`config.mk`:
```
export PLATFORM = sky130hd
export DESIGN_NAME = dma_cfg_slave_flat
export DESIGN_NICKNAME = d
export VERILOG_FILES = /design/src/rtl/dma_cfg_pkg.sv /design/src/rtl/dma_cfg_if.sv /design/src/rtl/dma_cfg_regs.sv /design/src/rtl/dma_cfg_slave.sv /design/src/flat_wrapper.sv
export SDC_FILE = /design/constraint.sdc
export NUM_CORES = 1
export LEC_CHECK = 0
export BUFFER_PORTS_ARGS = -buffer_cell sky130_fd_sc_hd__buf_2
export CORE_AREA = 3 3 130 132
export CTS_CLUSTER_SIZE = 8
export DETAILED_ROUTE_END_ITERATION = 12
export DIE_AREA = 0 0 133 135
export PLACE_DENSITY = 0.79
export SYNTH_ARGS = -nofsm -noshare
export SYNTH_HDL_FRONTEND = slang
export SYNTH_SLANG_ARGS = --single-unit
```
`constraint.sdc`:
```
create_clock -name clk -period 7.7 [get_ports clk]
set_input_delay 1.54 -clock clk [delete_from_list [all_inputs] [get_ports clk]]
set_output_delay 1.54 -clock clk [all_outputs]
set_load 0.01 [all_outputs]
```
`src/rtl/dma_cfg_pkg.sv`:
```
// Shared definitions for the DMA configuration slave: register offsets, bit
// positions, FSM state encodings and AXI response codes.
package dma_cfg_pkg;

  localparam logic [7:0] OFS_CTRL   = 8'h00;
  localparam logic [7:0] OFS_SRC    = 8'h04;
  localparam logic [7:0] OFS_DST    = 8'h08;
  localparam logic [7:0] OFS_QTY    = 8'h0C;
  localparam logic [7:0] OFS_STATUS = 8'h10;

  localparam int CTRL_START  = 0;
  localparam int CTRL_IE     = 1;
  localparam int STATUS_BUSY = 0;
  localparam int STATUS_DONE = 1;

  localparam logic [1:0] AXI_RESP_OKAY   = 2'b00;
  localparam logic [1:0] AXI_RESP_SLVERR = 2'b10;

  typedef enum logic [1:0] {WIDLE, WDATA, WRESP} wstate_e;
  typedef enum logic       {RIDLE, RDATA}        rstate_e;

  // Expands a 4-bit byte strobe into a 32-bit lane mask.
  function automatic logic [31:0] strb_mask(input logic [3:0] strb);
    logic [31:0] m;
    for (int i = 0; i < 4; i++) m[i*8 +: 8] = {8{strb[i]}};
    return m;
  endfunction

endpackage

```
`src/rtl/dma_cfg_if.sv`:
```
// AXI slave-side bundle; S2AXIin carries what the slave samples, S2AXIout
// carries what the slave drives.
interface inf_Slave #(
  parameter int ID_W  = 8,
  parameter int LEN_W = 8
);
  logic [31:0]      awaddr;
  logic [ID_W-1:0]  awid;
  logic             awvalid;
  logic             awready;
  logic [31:0]      wdata;
  logic [3:0]       wstrb;
  logic             wlast;
  logic             wvalid;
  logic             wready;
  logic [ID_W-1:0]  bid;
  logic [1:0]       bresp;
  logic             bvalid;
  logic             bready;
  logic [31:0]      araddr;
  logic [ID_W-1:0]  arid;
  logic [LEN_W-1:0] arlen;
  logic             arvalid;
  logic             arready;
  logic [ID_W-1:0]  rid;
  logic [31:0]      rdata;
  logic [1:0]       rresp;
  logic             rlast;
  logic             rvalid;
  logic             rready;

  modport S2AXIin (
    input awaddr, awid, awvalid, wdata, wstrb, wlast, wvalid, bready,
          araddr, arid, arlen, arvalid, rready
  );
  modport S2AXIout (
    output awready, wready, bid, bresp, bvalid, arready,
           rid, rdata, rresp, rlast, rvalid
  );
endinterface

```
`src/rtl/dma_cfg_regs.sv`:
```
// Register storage for the DMA descriptor plus the BUSY/DONE handshake with
// the DMA master and the level interrupt.
module dma_cfg_regs
  import dma_cfg_pkg::*;
(
  input  logic        clk,
  input  logic        rst,
  input  logic        wr_en,
  input  logic [7:0]  wr_ofs,
  input  logic [31:0] wr_data,
  input  logic [3:0]  wr_strb,
  output logic        wr_err,
  input  logic [7:0]  rd_ofs,
  output logic [31:0] rd_data,
  output logic        rd_err,
  input  logic        dma_fin,
  output logic        dma_en,
  output logic [31:0] src_addr,
  output logic [31:0] dst_addr,
  output logic [31:0] data_qty,
  output logic        irq
);

  logic        ie;
  logic        busy;
  logic        done;
  logic [31:0] mask;
  logic [31:0] wr_bits;
  logic        start_req;
  logic        done_clr;

  assign mask      = strb_mask(wr_strb);
  assign wr_bits   = wr_data & mask;
  assign start_req = wr_en && (wr_ofs == OFS_CTRL) && wr_bits[CTRL_START] && !busy;
  assign done_clr  = wr_en && (wr_ofs == OFS_STATUS) && wr_bits[STATUS_DONE];
  assign irq       = done & ie;

  // Descriptor writes and restarts are refused while a transfer is in flight.
  always_comb begin
    wr_err = 1'b0;
    case (wr_ofs)
      OFS_CTRL:                   wr_err = busy & wr_bits[CTRL_START];
      OFS_SRC, OFS_DST, OFS_QTY:  wr_err = busy;
      OFS_STATUS:                 wr_err = 1'b0;
      default:                    wr_err = 1'b1;
    endcase
  end

  always_comb begin
    rd_data = '0;
    rd_err  = 1'b0;
    case (rd_ofs)
      OFS_CTRL:   rd_data[CTRL_IE] = ie;
      OFS_SRC:    rd_data = src_addr;
      OFS_DST:    rd_data = dst_addr;
      OFS_QTY:    rd_data = data_qty;
      OFS_STATUS: begin
        rd_data[STATUS_DONE] = done;
        rd_data[STATUS_BUSY] = busy;
      end
      default:    rd_err = 1'b1;
    endcase
  end

  always_ff @(posedge clk or posedge rst) begin
    if (rst) begin
      ie       <= 1'b0;
      busy     <= 1'b0;
      done     <= 1'b0;
      dma_en   <= 1'b0;
      src_addr <= '0;
      dst_addr <= '0;
      data_qty <= '0;
    end else begin
      dma_en <= start_req;
      if (wr_en) begin
        case (wr_ofs)
          OFS_CTRL: if (mask[CTRL_IE]) ie <= wr_data[CTRL_IE];
          OFS_SRC:  if (!busy) src_addr <= (src_addr & ~mask) | wr_bits;
          OFS_DST:  if (!busy) dst_addr <= (dst_addr & ~mask) | wr_bits;
          OFS_QTY:  if (!busy) data_qty <= (data_qty & ~mask) | wr_bits;
          default: ;
        endcase
      end
      if (dma_fin)        busy <= 1'b0;
      else if (start_req) busy <= 1'b1;
      // Completion beats a simultaneous software clear so no DONE is lost.
      if (dma_fin)        done <= 1'b1;
      else if (done_clr)  done <= 1'b0;
    end
  end

endmodule

```
`src/rtl/dma_cfg_slave.sv`:
```
// AXI slave front end for the DMA configuration registers: independent
// write (AW/W/B) and read (AR/R) state machines around dma_cfg_regs.
module dma_cfg_slave
  import dma_cfg_pkg::*;
#(
  parameter int OFS_MSB = 4,
  parameter int ID_W    = 8,
  parameter int LEN_W   = 8
) (
  input  logic        clk,
  input  logic        rst,
  inf_Slave.S2AXIin   s2axi_i,
  inf_Slave.S2AXIout  s2axi_o,
  input  logic        dma_fin_i,
  output logic        dma_en_o,
  output logic [31:0] src_addr_o,
  output logic [31:0] dst_addr_o,
  output logic [31:0] data_qty_o,
  output logic        irq_o
);

  wstate_e          wstate;
  logic             awready_q, wready_q, bvalid_q, werr_q;
  logic [1:0]       bresp_q;
  logic [ID_W-1:0]  bid_q;
  logic [7:0]       waddr_q;

  rstate_e          rstate;
  logic             arready_q, rvalid_q;
  logic [1:0]       rresp_q;
  logic [ID_W-1:0]  rid_q;
  logic [LEN_W-1:0] rlen_q, rcnt_q;
  logic [7:0]       raddr_q;
  logic [31:0]      rdata_q;

  logic [7:0]       aw_ofs, ar_ofs, rd_ofs;
  logic             wr_en, wr_err, rd_err;
  logic [31:0]      rd_data;
  logic             unused_addr_bits;

  // Only addr[OFS_MSB:2] selects a register; byte offset bits are ignored.
  assign aw_ofs = 8'({s2axi_i.awaddr[OFS_MSB:2], 2'b00});
  assign ar_ofs = 8'({s2axi_i.araddr[OFS_MSB:2], 2'b00});
  assign unused_addr_bits = ^{s2axi_i.awaddr[31:OFS_MSB+1], s2axi_i.awaddr[1:0],
                              s2axi_i.araddr[31:OFS_MSB+1], s2axi_i.araddr[1:0]};
  assign rd_ofs = (rstate == RIDLE) ? ar_ofs : raddr_q;
  assign wr_en  = s2axi_i.wvalid & wready_q;

  dma_cfg_regs u_regs (
    .clk      (clk),
    .rst      (rst),
    .wr_en    (wr_en),
    .wr_ofs   (waddr_q),
    .wr_data  (s2axi_i.wdata),
    .wr_strb  (s2axi_i.wstrb),
    .wr_err   (wr_err),
    .rd_ofs   (rd_ofs),
    .rd_data  (rd_data),
    .rd_err   (rd_err),
    .dma_fin  (dma_fin_i),
    .dma_en   (dma_en_o),
    .src_addr (src_addr_o),
    .dst_addr (dst_addr_o),
    .data_qty (data_qty_o),
    .irq      (irq_o)
  );

  // Error is sticky across a FIXED burst so any rejected beat yields SLVERR.
  always_ff @(posedge clk or posedge rst) begin
    if (rst) begin
      wstate    <= WIDLE;
      awready_q <= 1'b0;
      wready_q  <= 1'b0;
      bvalid_q  <= 1'b0;
      werr_q    <= 1'b0;
      bresp_q   <= AXI_RESP_OKAY;
      bid_q     <= '0;
      waddr_q   <= '0;
    end else begin
      case (wstate)
        WIDLE: begin
          awready_q <= 1'b1;
          if (s2axi_i.awvalid && awready_q) begin
            waddr_q   <= aw_ofs;
            bid_q     <= s2axi_i.awid;
            werr_q    <= 1'b0;
            awready_q <= 1'b0;
            wready_q  <= 1'b1;
            wstate    <= WDATA;
          end
        end
        WDATA: begin
          if (wr_en) begin
            if (wr_err) werr_q <= 1'b1;
            if (s2axi_i.wlast) begin
              wready_q <= 1'b0;
              bvalid_q <= 1'b1;
              bresp_q  <= (werr_q || wr_err) ? AXI_RESP_SLVERR : AXI_RESP_OKAY;
              wstate   <= WRESP;
            end
          end
        end
        WRESP: begin
          if (s2axi_i.bready) begin
            bvalid_q <= 1'b0;
            wstate   <= WIDLE;
          end
        end
        default: wstate <= WIDLE;
      endcase
    end
  end

  // rdata is reloaded at each accepted beat so later beats see current values.
  always_ff @(posedge clk or posedge rst) begin
    if (rst) begin
      rstate    <= RIDLE;
      arready_q <= 1'b0;
      rvalid_q  <= 1'b0;
      rresp_q   <= AXI_RESP_OKAY;
      rid_q     <= '0;
      rlen_q    <= '0;
      rcnt_q    <= '0;
      raddr_q   <= '0;
      rdata_q   <= '0;
    end else begin
      case (rstate)
        RIDLE: begin
          arready_q <= 1'b1;
          if (s2axi_i.arvalid && arready_q) begin
            raddr_q   <= ar_ofs;
            rid_q     <= s2axi_i.arid;
            rlen_q    <= s2axi_i.arlen;
            rcnt_q    <= '0;
            rdata_q   <= rd_data;
            rresp_q   <= rd_err ? AXI_RESP_SLVERR : AXI_RESP_OKAY;
            arready_q <= 1'b0;
            rvalid_q  <= 1'b1;
            rstate    <= RDATA;
          end
        end
        RDATA: begin
          if (s2axi_i.rready) begin
            if (rcnt_q == rlen_q) begin
              rvalid_q <= 1'b0;
              rstate   <= RIDLE;
            end else begin
              rcnt_q  <= rcnt_q + 1'b1;
              rdata_q <= rd_data;
              rresp_q <= rd_err ? AXI_RESP_SLVERR : AXI_RESP_OKAY;
            end
          end
        end
        default: rstate <= RIDLE;
      endcase
    end
  end

  assign s2axi_o.awready = awready_q;
  assign s2axi_o.wready  = wready_q;
  assign s2axi_o.bvalid  = bvalid_q;
  assign s2axi_o.bresp   = bresp_q;
  assign s2axi_o.bid     = bid_q;
  assign s2axi_o.arready = arready_q;
  assign s2axi_o.rvalid  = rvalid_q;
  assign s2axi_o.rdata   = rdata_q;
  assign s2axi_o.rresp   = rresp_q;
  assign s2axi_o.rid     = rid_q;
  assign s2axi_o.rlast   = rvalid_q && (rcnt_q == rlen_q);

endmodule

```
`src/flat_wrapper.sv`:
```
// flat-port wrapper written by rule: the top's interface ports become plain ports
module dma_cfg_slave_flat import dma_cfg_pkg::*;
#(
  parameter int OFS_MSB = 4,
  parameter int ID_W    = 8,
  parameter int LEN_W   = 8
)
  (clk, rst, dma_fin_i, dma_en_o, src_addr_o, dst_addr_o, data_qty_o, irq_o, s2axi_i_awaddr, s2axi_i_awid, s2axi_i_awvalid, s2axi_i_wdata, s2axi_i_wstrb, s2axi_i_wlast, s2axi_i_wvalid, s2axi_i_bready, s2axi_i_araddr, s2axi_i_arid, s2axi_i_arlen, s2axi_i_arvalid, s2axi_i_rready, s2axi_o_awready, s2axi_o_wready, s2axi_o_bid, s2axi_o_bresp, s2axi_o_bvalid, s2axi_o_arready, s2axi_o_rid, s2axi_o_rdata, s2axi_o_rresp, s2axi_o_rlast, s2axi_o_rvalid);
  inf_Slave #(.ID_W(ID_W), .LEN_W(LEN_W)) s2axi_i_i ();
  inf_Slave #(.ID_W(ID_W), .LEN_W(LEN_W)) s2axi_o_i ();
  input  logic clk;
  input  logic rst;
  input  logic dma_fin_i;
  output logic dma_en_o;
  output logic [31:0] src_addr_o;
  output logic [31:0] dst_addr_o;
  output logic [31:0] data_qty_o;
  output logic irq_o;
  input wire logic [$bits(s2axi_i_i.awaddr)-1:0] s2axi_i_awaddr;
  input wire logic [$bits(s2axi_i_i.awid)-1:0] s2axi_i_awid;
  input wire logic [$bits(s2axi_i_i.awvalid)-1:0] s2axi_i_awvalid;
  input wire logic [$bits(s2axi_i_i.wdata)-1:0] s2axi_i_wdata;
  input wire logic [$bits(s2axi_i_i.wstrb)-1:0] s2axi_i_wstrb;
  input wire logic [$bits(s2axi_i_i.wlast)-1:0] s2axi_i_wlast;
  input wire logic [$bits(s2axi_i_i.wvalid)-1:0] s2axi_i_wvalid;
  input wire logic [$bits(s2axi_i_i.bready)-1:0] s2axi_i_bready;
  input wire logic [$bits(s2axi_i_i.araddr)-1:0] s2axi_i_araddr;
  input wire logic [$bits(s2axi_i_i.arid)-1:0] s2axi_i_arid;
  input wire logic [$bits(s2axi_i_i.arlen)-1:0] s2axi_i_arlen;
  input wire logic [$bits(s2axi_i_i.arvalid)-1:0] s2axi_i_arvalid;
  input wire logic [$bits(s2axi_i_i.rready)-1:0] s2axi_i_rready;
  output wire logic [$bits(s2axi_o_i.awready)-1:0] s2axi_o_awready;
  output wire logic [$bits(s2axi_o_i.wready)-1:0] s2axi_o_wready;
  output wire logic [$bits(s2axi_o_i.bid)-1:0] s2axi_o_bid;
  output wire logic [$bits(s2axi_o_i.bresp)-1:0] s2axi_o_bresp;
  output wire logic [$bits(s2axi_o_i.bvalid)-1:0] s2axi_o_bvalid;
  output wire logic [$bits(s2axi_o_i.arready)-1:0] s2axi_o_arready;
  output wire logic [$bits(s2axi_o_i.rid)-1:0] s2axi_o_rid;
  output wire logic [$bits(s2axi_o_i.rdata)-1:0] s2axi_o_rdata;
  output wire logic [$bits(s2axi_o_i.rresp)-1:0] s2axi_o_rresp;
  output wire logic [$bits(s2axi_o_i.rlast)-1:0] s2axi_o_rlast;
  output wire logic [$bits(s2axi_o_i.rvalid)-1:0] s2axi_o_rvalid;
  assign s2axi_i_i.awaddr = s2axi_i_awaddr;
  assign s2axi_i_i.awid = s2axi_i_awid;
  assign s2axi_i_i.awvalid = s2axi_i_awvalid;
  assign s2axi_i_i.wdata = s2axi_i_wdata;
  assign s2axi_i_i.wstrb = s2axi_i_wstrb;
  assign s2axi_i_i.wlast = s2axi_i_wlast;
  assign s2axi_i_i.wvalid = s2axi_i_wvalid;
  assign s2axi_i_i.bready = s2axi_i_bready;
  assign s2axi_i_i.araddr = s2axi_i_araddr;
  assign s2axi_i_i.arid = s2axi_i_arid;
  assign s2axi_i_i.arlen = s2axi_i_arlen;
  assign s2axi_i_i.arvalid = s2axi_i_arvalid;
  assign s2axi_i_i.rready = s2axi_i_rready;
  assign s2axi_o_awready = s2axi_o_i.awready;
  assign s2axi_o_wready = s2axi_o_i.wready;
  assign s2axi_o_bid = s2axi_o_i.bid;
  assign s2axi_o_bresp = s2axi_o_i.bresp;
  assign s2axi_o_bvalid = s2axi_o_i.bvalid;
  assign s2axi_o_arready = s2axi_o_i.arready;
  assign s2axi_o_rid = s2axi_o_i.rid;
  assign s2axi_o_rdata = s2axi_o_i.rdata;
  assign s2axi_o_rresp = s2axi_o_i.rresp;
  assign s2axi_o_rlast = s2axi_o_i.rlast;
  assign s2axi_o_rvalid = s2axi_o_i.rvalid;
  dma_cfg_slave #(.OFS_MSB(OFS_MSB), .ID_W(ID_W), .LEN_W(LEN_W)) u_core (.clk(clk), .rst(rst), .s2axi_i(s2axi_i_i), .s2axi_o(s2axi_o_i), .dma_fin_i(dma_fin_i), .dma_en_o(dma_en_o), .src_addr_o(src_addr_o), .dst_addr_o(dst_addr_o), .data_qty_o(data_qty_o), .irq_o(irq_o));
endmodule
```
# Word-level counts from Yosys, hierarchy flattened
# Cells that the tools add are included.
[totals] output_inout_bits=156 regBits=183
[classes] n_mux=50 eq_ne=20 bitwise=13 addsub=1 n_reduce_logical=32
[ops] operator="$and 32x32->32" n=4
[ops] operator="$mux 32" n=3
[ops] operator="$or 32x32->32" n=3
[ops] operator="$pmux 30 s3" n=1
[ops] operator="$pmux 32 s2" n=1
[ops] operator="$not 32->32" n=1
[ops] operator="$mux 8" n=3
[ops] operator="$mux 1" n=21
[ops] operator="$reduce_and 3->1" n=7
[ops] operator="$mux 2" n=9
[ops] operator="$eq 8x4->1 const B" n=2
[ops] operator="$logic_not 8->1" n=2
[ops] operator="$pmux 8 s2" n=1
[ops] operator="$reduce_and 4->1" n=4
[ops] operator="$ne 2x2->1 const B" n=7
[ops] operator="$pmux 1 s2" n=5
[ops] operator="$add 8x1->8 const B" n=1
[ops] operator="$eq 8x3->1 const B" n=1
[ops] operator="$eq 8x5->1 const B" n=1
[ops] operator="$eq 8x8->1" n=1
[ops] operator="$logic_and 1x1->1" n=8
[ops] operator="$reduce_bool 2->1" n=4
[ops] operator="$eq 3x2->1 const B" n=2
[ops] operator="$pmux 2 s3" n=1
[ops] operator="18 further kinds" n=23

# Depth between registers and ports, before layout
# Gate-level depths: netlist of the first run.
[depth] ltp_word=7 mapped_depth=7 mapped_depth_nobuf=5

# Hierarchy
# From an unflattened synthesis of the first run, not the netlist that was laid out.
[hier_totals] cells_unflattened=778 hier_area_um2=8917.3
[by_module_without_submodules] mod="dma_cfg_regs" instances=1 cells_each=361 area_per_inst_um2=4984.8
[by_module_without_submodules] mod="dma_cfg_slave" instances=1 cells_each=417 area_per_inst_um2=3932.5

# Least setup slack after synthesis of the first run
# OpenSTA, ideal clock, no wires.
[synth_path] path_type="reg-to-output" start="register u_core.rcnt_q[5]" end="output s2axi_o_rlast" t_arrival_ns=1.198 n_path_buf=0 path_stages_with_launch=4 slack_ns=4.962 cell_sequence="dfrtp_1 xor2_1 nor4_2 and3_2"
[synth_between] elab_chain_cells=2
[synth_lines] element="from (decl)" line_no="dma_cfg_slave.sv:32" source="logic [LEN_W-1:0] rlen_q, rcnt_q;"
[synth_lines] element="from (signal assigned)" line_no="dma_cfg_slave.sv:148" source="rcnt_q <= rcnt_q + 1'b1;"
[synth_lines] element="$eq 8x8->1" line_no="dma_cfg_slave.sv:169" source="assign s2axi_o.rlast = rvalid_q && (rcnt_q == rlen_q);"
[synth_lines] element="$logic_and 1x1->1" line_no="dma_cfg_slave.sv:169"
[synth_lines] element="to (decl)" line_no="flat_wrapper.sv:41" source="output wire logic [$bits(s2axi_o_i.rlast)-1:0] s2axi_o_rlast;"
# Every way passes these cells.

# Final worst setup path of the first run
# Same ends and word-level chain as after synthesis.

==> flow_summary.toml, run 1 <==
[worst_setup_path]
rr_worst_depth = 6
crit_type = "register to primary output"
crit_required_ns = 6.16
cp_slowest_cell = "nor4_2"
critical_path.max_stage_delay_ns = 0.51
r2r-start = "u_core.rstate"
cpLargestDelayFamily = "simple AND/OR/NAND/NOR gates"
cp_cell_sequence = "xor2_1 -> nor4_2 -> and3_2 -> buf_2"
path_buf_inv = 1
critPathLaunchType = "register"
cp_max_fo = 6
r2r_end = "u_core.s2axi_o.rdata[1]"
arrival_ns = 1.91
reg2reg_slack_ns = 5.17
worst_setup_path_end_kind = "primary output"

[detailed_routing]
dr.pass1.iters = 4
vias = 5728
drc = 0
wl_um = 19100
viasPerCell = 5.26
drt_iter0_drc = 275
wl_per_cell_um = 17.6
ant_nets = 0

[cts]
cts.sinks = 181
cts_hold_buf = 0
clk_pin_slew_ns = 0.07
cts_tree = "done"
h-tree-depth = 4
clock-root-buffer = "clkbuf_16"
cts_setup_buffers = 0
clock_latency_ns = 0.42
cts_resized = 0
cts_buffers = 17
clockBufferDepth = 2

[timing]
finalClockSkew_ns = 0.00690
hold_ws_ns = 0.474
slew_violations = 0
min_period_ns = 3.45
rsz0062_at_grt = "false"
period_share = 0.448
hold_violations = 0
relSlewSlack = 0.325
fmax_mhz = 290
tightest_slew_ns = 1.01
fin_ws_ns = 4.25
setup_viol = 0
fin_setup_tns_ns = 0

[worst_hold_path]
hold_depth = 2
hold_path.class = "register to register"
holdCritStartpoint = "u_core.s2axi_o.rdata[7]"
holdPathEnd = "u_core.s2axi_o.rdata[7]"

[job]
drv_cap = 0

[floorplanning]
core_area_um2 = 15800
die_x_um = 133
start_util = 0.496
die_area_um2 = 18000
fp.dieH_um = 135
io_pins = 289
core.rowCount = 46

[pwr]
p_per_area_nw_per_um2 = 433
finalPower_mw = 4.25
vdd_drop_max_uv = 247
leakagePower_nw = 4.93

[yosys]
synth_seq_cells = 181
ys.flop_type = "dfrtp_1"
async_reset_ff_frac = 1.00
ys_types = 54
ys_seq_area_frac = 0.577
synth_edf_count = 0
ys_warn_count = 0
synthCells = 633
syn_area_um2 = 7850
syn_area_per_cell_um2 = 12.4

[global_route]
grt_pass1_vias = 5759
grt_max_degree = 108
gr-total-overflow = 0
antenna_found_initial = 2
grt_pass1_wl_um = 30500
grt.total_usage = 0.215

[final_layout]
diodes = 0
layout_common_cells = "buf_2 (228), dfrtp_1 (181), mux2_2 (128)"
drive_above_1_share = 0.467
fillerInstances = 1319
instances_no_fill = 1088
synthToLayoutAreaGrowth_pct = 25.0
stdcell_area_um2 = 9810
final_util = 0.620
mostFrequentLayoutCell = "buf_2"
nets = 993

[placed_design]
place_ws_ns = 3.97
gp_congestion = 0.757
dp_hpwl_um = 13300
portBuffers = 228
dpl-instance-area_um2 = 9170
dp_cells = 1056

[outcome]
status = "completed"
-- worst max path at each step --
stage | from | endpoint | slack, ns | depth (start not counted)
3_3_place_gp | s2axi_i_araddr[2] | u_core.s2axi_o.rdata[0] | 4.00 | 7
4_1_cts | u_core.rcnt_q[5] | s2axi_o_rlast | 4.22 | 4
6_report | u_core.rcnt_q[5] | s2axi_o_rlast | 4.25 | 4
2_1_floorplan | rst | async pin | 1.24 | 1
3_5_place_dp | s2axi_i_araddr[2] | u_core.s2axi_o.rdata[0] | 3.97 | 7
5_1_grt | u_core.rcnt_q[5] | s2axi_o_rlast | 4.13 | 4
-- final cells by class --
type / count / area (um2) / share of cell area
well taps: 216 / 270 / 0.0276
clock inverters: 11 / 170 / 0.0174
repair buffers: 233 / 1180 / 0.120
flip-flops and latches: 181 / 4530 / 0.462
multi-input cells: 420 / 3160 / 0.322
inverters: 6 / 27.5 / 0.00281
clock buffers: 21 / 470 / 0.0480
-- per-layer routing --
metal	part of all wire	track usage	routed length, um
met4	0.0069	0.0445	132
met1	0.42	0.275	8100
met5	0.0011	0	21
met2	0.50	0.361	9500
met3	0.072	0.0693	1390
-- power breakdown --
part / total (mW) / internal [mW] / switching (mW) / leakage (nW)
logic: 1.58 / 0.771 / 0.810 / 2.35
clock network: 0.941 / 0.572 / 0.368 / 0.318
registers: 1.73 / 1.40 / 0.329 / 2.26
total: 4.25 / 2.74 / 1.51 / 4.93
-- cell families after synthesis --
| group | share of synthesized area |
|---|---|
| adders and majority gates | 0.00159 |
| xor gates and xnor gates | 0.0100 |
| other | 0.000478 |
| DFF | 0.577 |
| and+or+nand+nor | 0.0815 |
| buffers and inverters | 0.0218 |
| muxes | 0.229 |
| AOI/OAI and AO/OA | 0.0780 |
-- synth_stat cells, types with 2 or more instances --
cell type | count | area [um2]
mux2i_1 | 33 | 330
inv_1 | 6 | 22.5
o211ai_1 | 3 | 22.5
o31ai_1 | 2 | 15.0
nand2b_1 | 2 | 12.5
nor4b_1 | 2 | 17.5
mux2_2 | 128 | 1440
a21o_1 | 5 | 37.5
buf_2 | 7 | 35.0
and3_1 | 4 | 25.0
xor2_1 | 8 | 70.1
clkbuf_1 | 11 | 41.3
o21ai_1 | 2 | 10.0
nor4_2 | 2 | 25.0
dfrtp_1 | 181 | 4530
nand2_1 | 63 | 236
nand3_1 | 5 | 25.0
a31oi_1 | 2 | 12.5
o21ai_0 | 36 | 180
a31o_2 | 4 | 35.0
nor2_1 | 44 | 165
nor2b_1 | 3 | 18.8
buf_4 | 6 | 45.0
nand4_1 | 2 | 12.5
buf_6 | 2 | 22.5
a21oi_1 | 42 | 210
-- tightest hold or removal path: cells and delay by family, from the launching register on --
family	cells	cell delay [ns]
compound gates	1	0.06
flops	1	0.34
simple gates	1	0.04
Note: power is estimated with default switching activity, not from simulation.
==> run 2, diff against run 1 <==
Clock period 7.7 ns to 3.5 ns, I/O delays scaled along.
==> flow_summary.toml, run 2 (same netlist as run 1, synthesis figures left out) <==
[floorplanning]
io_pins = 289
core_area_um2 = 15800
core.rowCount = 46
die_area_um2 = 18000
start_util = 0.496
fp.dieH_um = 135
die_x_um = 133

[cts]
clockBufferDepth = 2
cts_tree = "done"
clock_latency_ns = 0.42
cts_buffers = 17
cts_setup_buffers = 0
cts_hold_buf = 0
cts.sinks = 181
h-tree-depth = 4
cts_resized = 0
clk_pin_slew_ns = 0.07
clock-root-buffer = "clkbuf_16"

[timing]
fin_ws_ns = 0.837
hold_violations = 0
finalClockSkew_ns = 0.00874
fin_setup_tns_ns = 0
period_share = 0.761
setup_viol = 0
tightest_slew_ns = 0.986
slew_violations = 0
rsz0062_at_grt = "false"
relSlewSlack = 0.342
min_period_ns = 2.66
fmax_mhz = 376

[worst_setup_path]
rr_worst_depth = 4
worst-path-stages = 4
critPathLaunchType = "register"
crit_type = "register to primary output"
worst_setup_path_end_kind = "primary output"
crit_required_ns = 2.80
path_buf_inv = 1
cpLargestDelayFamily = "simple AND/OR/NAND/NOR gates"
cp_cell_sequence = "xor2_1 -> nor4_2 -> and3_2 -> buf_2"
r2r_end = "u_core.rlen_q[1]"
r2r-start = "u_core.rstate"
cp_max_fo = 6
reg2reg_slack_ns = 1.10
arrival_ns = 1.96
crit_end = "s2axi_o_rlast"
cp_slowest_cell = "nor4_2"
startpoint = "u_core.rcnt_q[5]"
critical_path.max_stage_delay_ns = 0.53

[detailed_routing]
dr.pass1.iters = 4
viasPerCell = 5.28
drc = 0
wl_per_cell_um = 17.5
vias = 5764
ant_nets = 0
wl_um = 19100
drt_iter0_drc = 141

[final_layout]
nets = 996
drive_above_1_share = 0.471
final_util = 0.622
synthToLayoutAreaGrowth_pct = 25.4
diodes = 0
instances_no_fill = 1091
mostFrequentLayoutCell = "buf_2"
layout_common_cells = "buf_2 (228), dfrtp_1 (181), mux2_2 (128)"

[placed_design]
gp_congestion = 0.782
dp_cells = 1059
place_ws_ns = 1.09
portBuffers = 228
dp_hpwl_um = 13400

[job]
drv_cap = 0

[global_route]
grt.total_usage = 0.215
grt_pass1_wl_um = 30500
gr-total-overflow = 0
grt_max_degree = 91
antenna_found_initial = 3
grt_pass1_vias = 5810

[worst_hold_path]
hold_path.class = "primary input to async pin"

[pwr]
leakagePower_nw = 4.93
p_per_area_nw_per_um2 = 948
finalPower_mw = 9.32
vdd_drop_max_uv = 528

[outcome]
status = "completed"
run 2: changes by cell type in the layout (fill, tap and decap cells not counted):
cell        before  now
clkinvlp_4       0    4
clkbuf_8         3    0
inv_8            0    1
clkinv_4         2    1
buf_12           0    3
bufinv_16        4    3
o32a_2           0    1
inv_6            3    6
clkinv_2         3    1
clkbuf_1         1    0
o32a_1           1    0
run 2: per-stage QoR:
step                      instance area, um2  hold slack (ns)
final                                   9840            0.380
after floorplan                         7860            0.464
after detailed placement                9230            0.465
after CTS                               9840            0.392
after global routing                    9840            0.422
after global placement                  9230            0.455
run 2: cell type report:
class | instances | area (um2)
clock buffers | 17 | 425
clock inverters | 15 | 190
fillers | 1285 | 5990
inverters | 6 | 26.3
multi-input cells | 420 | 3160
flip-flops and latches | 181 | 4530
well taps | 216 | 270
repair buffers | 236 | 1240
run 2: routing by layer:
metal | global-route usage | part of all wire | up-vias
met2 | 0.369 | 0.50 | 168
met5 | 0 | 0.0018 | -
met1 | 0.264 | 0.42 | 2854
met4 | 0.0497 | 0.0098 | 6
li1 | - | - | 2711
met3 | 0.0734 | 0.069 | 25
run 2: power by group:
| part | internal, mW | switching (mW) | total (mW) | leakage, nW |
|---|---|---|---|---|
| clock network | 1.14 | 0.856 | 2.00 | 0.294 |
| logic | 1.72 | 1.80 | 3.52 | 2.38 |
| registers | 3.08 | 0.727 | 3.80 | 2.26 |
run 2: worst min path at each step:
stage	endpoint	slack, ns	cells after the start
2_1_floorplan	u_core.u_regs.done	0.46	1
3_3_place_gp	u_core.s2axi_o.rdata[0]	0.46	2
3_5_place_dp	u_core.s2axi_o.rdata[0]	0.46	2
4_1_cts	u_core.rlen_q[5]	0.39	2
5_1_grt	u_core.s2axi_o.rid[3]	0.42	2
6_report	u_core.rlen_q[5]	0.38	2
